## src/rtl/jt49_pkg.sv

```systemverilog
// Shared constants for the JT49 envelope control path: register map and
// shape-register bit positions.
package jt49_pkg;

  localparam logic [1:0] JT49_EG_FINE   = 2'd0;
  localparam logic [1:0] JT49_EG_COARSE = 2'd1;
  localparam logic [1:0] JT49_EG_SHAPE  = 2'd2;

  localparam int CONT = 3;
  localparam int ATT  = 2;
  localparam int ALT  = 1;
  localparam int HOLD = 0;

endpackage

```

## src/rtl/jt49_cen_div.sv

```systemverilog
// Clock-enable prescaler: emits a one-cycle tick on every DIV-th cen pulse.
// Shared by the envelope, tone and noise timers.
module jt49_cen_div #(
  parameter int DIV = 8
) (
  input  logic clk,
  input  logic rst_n,
  input  logic cen,
  output logic tick
);

  localparam int CW = (DIV > 1) ? $clog2(DIV) : 1;
  localparam logic [CW-1:0] LAST = CW'(DIV - 1);

  logic [CW-1:0] cnt_q, cnt_d;

  assign tick = cen && (cnt_q == LAST);

  always_comb begin
    cnt_d = cnt_q;
    if (cen) cnt_d = tick ? '0 : cnt_q + CW'(1);
  end

  always_ff @(posedge clk or negedge rst_n) begin
    if (!rst_n) cnt_q <= '0;
    else        cnt_q <= cnt_d;
  end

endmodule

```

## src/rtl/jt49_eg_timer.sv

```systemverilog
// Envelope control: owns the period/shape registers and produces the step
// square wave, null-period flag and restart pulse consumed by the shaper.
module jt49_eg_timer
  import jt49_pkg::*;
#(
  parameter int DIV = 8,
  parameter int PW  = 16
) (
  input  logic          clk,
  input  logic          rst_n,
  input  logic          cen,
  input  logic          wr,
  input  logic [1:0]    addr,
  input  logic [7:0]    din,
  output logic          step,
  output logic          null_period,
  output logic          restart,
  output logic [3:0]    ctrl,
  output logic [PW-1:0] period,
  output logic [7:0]    dout
);

  logic          tick;
  logic [PW-1:0] period_q, period_d;
  logic [PW-1:0] cnt_q, cnt_d;
  logic [PW-1:0] p_eff;
  logic [PW:0]   cnt_inc;
  logic [3:0]    ctrl_q, ctrl_d;
  logic          step_q, step_d;
  logic          null_q;
  logic          restart_q;

  jt49_cen_div #(.DIV(DIV)) u_div (
    .clk   (clk),
    .rst_n (rst_n),
    .cen   (cen),
    .tick  (tick)
  );

  always_comb begin
    period_d = period_q;
    ctrl_d   = ctrl_q;
    if (wr) begin
      case (addr)
        JT49_EG_FINE:   period_d[7:0]    = din;
        JT49_EG_COARSE: period_d[PW-1:8] = din[PW-9:0];
        JT49_EG_SHAPE:  ctrl_d = {din[CONT], din[ATT], din[ALT], din[HOLD]};
        default: ;
      endcase
    end
  end

  // One extra compare bit keeps cnt+1 from wrapping at the top period.
  assign p_eff   = (period_q == '0) ? PW'(1) : period_q;
  assign cnt_inc = {1'b0, cnt_q} + (PW+1)'(1);

  always_comb begin
    cnt_d  = cnt_q;
    step_d = step_q;
    if (tick) begin
      if (cnt_inc >= {1'b0, p_eff}) begin
        cnt_d  = '0;
        step_d = ~step_q;
      end else begin
        cnt_d = cnt_inc[PW-1:0];
      end
    end
  end

  always_ff @(posedge clk or negedge rst_n) begin
    if (!rst_n) begin
      period_q  <= '0;
      ctrl_q    <= 4'h0;
      cnt_q     <= '0;
      step_q    <= 1'b0;
      null_q    <= 1'b1;
      restart_q <= 1'b0;
    end else begin
      period_q  <= period_d;
      ctrl_q    <= ctrl_d;
      cnt_q     <= cnt_d;
      step_q    <= step_d;
      null_q    <= (period_q == '0);
      restart_q <= wr && (addr == JT49_EG_SHAPE);
    end
  end

  always_comb begin
    dout = 8'h00;
    case (addr)
      JT49_EG_FINE:   dout = period_q[7:0];
      JT49_EG_COARSE: dout = period_q[PW-1:8];
      JT49_EG_SHAPE:  dout = {4'h0, ctrl_q};
      default:        dout = 8'h00;
    endcase
  end

  assign step        = step_q;
  assign null_period = null_q;
  assign restart     = restart_q;
  assign ctrl        = ctrl_q;
  assign period      = period_q;

endmodule

```

## config.mk

```make
export PLATFORM = sky130hd
export DESIGN_NAME = jt49_eg_timer
export DESIGN_NICKNAME = d
export VERILOG_FILES = /design/src/rtl/jt49_pkg.sv /design/src/rtl/jt49_cen_div.sv /design/src/rtl/jt49_eg_timer.sv
export SDC_FILE = /design/constraint.sdc
export NUM_CORES = 1
export LEC_CHECK = 0
export ABC_CLOCK_PERIOD_IN_PS = 2800
export CORE_ASPECT_RATIO = 0.5
export CORE_MARGIN = 8
export CORE_UTILIZATION = 50
export CTS_BUF_LIST = sky130_fd_sc_hd__clkbuf_2 sky130_fd_sc_hd__clkbuf_4 sky130_fd_sc_hd__clkbuf_8
export DETAILED_ROUTE_END_ITERATION = 10
export PLACE_DENSITY = 0.79
export SLEW_MARGIN = 30
export SYNTH_ARGS = -nofsm -noshare
export SYNTH_HDL_FRONTEND = slang
export SYNTH_SLANG_ARGS = --single-unit
```

## constraint.sdc

```tcl
create_clock -name clk -period 2.8 [get_ports clk]
set_input_delay 0.56 -clock clk [delete_from_list [all_inputs] [get_ports clk]]
set_output_delay 0.56 -clock clk [all_outputs]
set_load 0.05 [all_outputs]
```

==> impl_results.md <==
* WL met3 at 402 um
* Critical Path Start Type: register
* Initial antenna violation count at 0
* Skew-Pair Late Insertion Delay at between 0.2 and 0.3 ns
* CP Cell Sequence: ha_4 -> nand3_4 -> nor3_4 -> and4_4 -> xor2_2 -> ha_1 -> buf_4 -> buf_4 -> a21oi_1 -> o21ai_0 -> nand2b_1 -> o2111ai_4 -> buf_6 -> a21oi_2 -> a21o_1
* CTS tree: yes
* Port-buffer cells at 44
* Ports at 45
* Critical path class: register to register
* HP Class: input port to asynchronous set/reset pin
* Critical-path top delay cell: dfrtp_1
* Number of synthesized register bits at 42
* Crit path buffers/inverters at 3
* Full die area at around 0.0079 mm^2
* Synth unique cells at 42
* Vias at around 2.3k
* Met2 wire len at 3402 um
* Highest Signal Layer: met4
* Area grow syn2layout at 42.61%
* Wl on met1 at roughly 3100 um
* Max Clock Freq at 339.5 MHz
* # diodes at 0
* WL final at 6962 um
* Reg area at approximately 0.0011 mm^2
* CORE AREA at 0.004977 mm^2
* Placed cell count at 401
* Ys flop type: dfrtp_1
* Relative slew slack at between 60 and 70%
* Cell Area, Synth at approximately 0.0026 mm^2
* Count of final hold-check violations at 0
* Vias in the first global route at roughly 2.4k
* GPL Wtd Cong at about 0.89
* Share of cells above drive strength 1 at between 30% and 40%
* Hpwl dp at about 5000 um
* Clk pin slew, worst setup/hold paths at 0.08 ns
* TritonCTS Buffers at 5
* Final setup viols at 17
* Synth Area per Inst at around 9.5 um^2
* Leakage at 1.646 nW
* Multi-input gate area at between 0.0015 and 0.002 mm^2
* CTS Hold Bufs at 0
* Cell repeated most along the worst path: buf_4
* Worst clock skew at 0.006839 ns
* Htree depth at 2
* Crit share post-route at 105.2%
* Wire length of the first global-routing pass at about 12000 um
* WP data required at approximately 3.0 ns
* Finished Layout Cells at about 420
* Status: finished, violations left
* Vias/cell at approximately 5.5
* Setup_tns at -1.647 ns
* Number of synthesized flops with an enable pin at 0
* Ys async rst share at 100.0%
* Max-cap viol count at 0
* WL per Instance at 16.66 um
* Worst path arrival time at roughly 3.2 ns
* Maximum vdd ir drop at between 0.4 and 0.5 mV
* Failing checks: negative setup slack
* DR iter-0 viols at 213
* PnR worst setup slack at -0.1456 ns
* Largest stage delay, worst path at slightly above 0.4 ns
* GRT Resource Usage Total at a little under a fifth
* Largest net degree at the start of global routing at 43
* Worst Tran Pin Value at 0.5899 ns
* Layout Nets at 380
* Final antenna-violating net count at 0
* Power, Total at about 2.5 mW
* Delay-heaviest family, CP: simple AND/OR/NAND/NOR gates
* Synth Warn # at 0
* Die extent in x at between 100 and 150 um
* Synth Net Count at 306
* Worst Setup End Kind: register
* Clock root buffer: clkbuf_8
* DP Worst Slack at -0.1433 ns
* Cells after synthesis at 273
* Clk sinks at 42
* GR Overflow Total at 0
* # fillers at about 330
* Critical path peak fanout at 8
* RSZ-0062 raised after global routing: yes
* Placement Rows at 18
* Tmin final at ~3 ns
* Clock buffer depth at 2
* Initial core utilization at a little over half
* PD cells at between 600 and 700 mW/mm^2
* Register area share after synthesis at between 40 and 50%
* Remaining DRCs at 0
* Pins Over Slew Limit at 0
* Die H at approximately 67 um
* First-pass iteration count of the detailed router at 4
final cells by class:
type / instances / area share [%]
Clock buffer: 5 / 1.857
Clock inverter: 3 / 1.080
Inverter: 24 / 2.431
Multi-Input combinational cell: 198 / 43.15
Sequential cell: 42 / 28.46
Tap cell: 70 / 2.363
Timing Repair Buffer: 76 / 20.66
where the power goes:
part / switching, mW / internal [mW]
clock network: 0.210 / 0.263
logic: 0.688 / 0.496
registers: 0.115 / 0.712
total: 1.01 / 1.47
layer usage:
metal / up-vias / GRT usage [%]
met5: - / 0
li1: 1095 / -
met3: 9 / 4.216
met4: 0 / 5.845
met2: 75 / 32.30
met1: 1103 / 22.19
state kept, by name, indices dropped and copies added, names as in the netlist:
name / cells
cnt_q: 16
ctrl: 4
null_period: 1
period: 16
restart: 1
step: 1
u_div.cnt_q: 3
path summary, 6_finish.rpt:
check                                     start                    to  slack, ns  cells after the start
max                        cnt_q[0]$_DFFE_PN0P_  cnt_q[3]$_DFFE_PN0P_      -0.15                     15
min                                       rst_n  cnt_q[0]$_DFFE_PN0P_       0.25                      1
max reg2reg                cnt_q[0]$_DFFE_PN0P_  cnt_q[3]$_DFFE_PN0P_      -0.15                     15
min reg2reg                    step$_DFFE_PN0P_      step$_DFFE_PN0P_       0.48                      1
max in group asynchronous                 rst_n  cnt_q[3]$_DFFE_PN0P_       2.16                      1
min in group clk               step$_DFFE_PN0P_      step$_DFFE_PN0P_       0.48                      1
kinds of logic after synthesis:
group / after synthesis / share of synthesized area, %
multiplexers: 24 / 9.966
AND/OR/NAND/NOR: 93 / 17.77
flip-flops: 42 / 40.49
buffers and inverters: 33 / 5.103
adder cells (fa/ha/maj): 19 / 9.148
XOR/XNOR: 15 / 5.056
AO/OA/AOI/OAI: 47 / 12.47
placed cells by master, fill, tap and decap left out, types with 3 or more instances in the layout:
cell type	n
a21o_1	6
a21oi_1	5
a21oi_2	4
a22o_1	3
buf_12	8
buf_4	31
clkbuf_8	5
clkdlybuf4s50_1	35
dfrtp_1	39
ha_1	17
inv_1	23
mux2_2	15
mux2i_1	9
nand2_1	38
nand3_1	4
nand4_1	4
nor2_1	9
nor2_2	5
nor4_1	4
o21ai_0	6
o21ai_1	11
o21ai_2	3
or3_1	5
xnor2_1	10
cell usage after synthesis, types with 2 or more instances:
library cell	n	area [um^2]
nor2b_1	2	12.51
or3_1	5	31.28
mux2i_1	9	90.09
nor2_2	2	12.51
inv_1	24	90.09
o22ai_1	2	12.51
nor3_1	3	15.01
o21ai_1	14	70.07
nand3b_1	2	15.01
xor2_1	3	26.28
ha_1	19	237.7
o21ai_0	6	30.03
nand3_1	7	35.03
nand2b_1	2	12.51
a21o_1	6	45.04
a22o_1	3	26.28
clkbuf_1	6	22.52
mux2_2	15	168.9
or2_2	2	12.51
xnor2_1	12	105.1
nand4_1	4	25.02
o31ai_2	3	37.54
a21oi_1	6	30.03
and4_1	2	17.52
a21oi_2	3	26.28
nor4_1	5	31.28
nor2_1	13	48.80
nand2_1	39	146.4
dfrtp_1	41	1026
worst register-to-register path, stage by stage (launching register included):
cell,delay [ns]
dfrtp_1,0.41
ha_4,0.17
nand3_4,0.08
nor3_4,0.22
and4_4,0.28
xor2_2,0.17
ha_1,0.27
buf_4,0.14
buf_4,0.12
a21oi_1,0.13
o21ai_0,0.11
nand2b_1,0.13
o2111ai_4,0.23
buf_6,0.22
a21oi_2,0.12
a21o_1,0.09
timing repair:
item                                    in CTS  in global routing
pin swaps                                   18                  4
gates resized for setup                     16                 13
gates cloned                                 0                  0
endpoints found under the setup margin      17                 17
endpoints found under the hold margin        0                  0
buffers inserted                             6                  3
per-stage QoR:
step	hold slack, ns	cell area, um^2	utilization (%)
after floorplan	0.2644	2656	-
final	0.2503	3706	74.46
after global routing	0.2831	3706	74.46
after global placement	0.4653	3390	68.10
after CTS	0.4420	3622	72.78
after detailed placement	0.4619	3390	68.10
(Power assumes the default switching activity.)
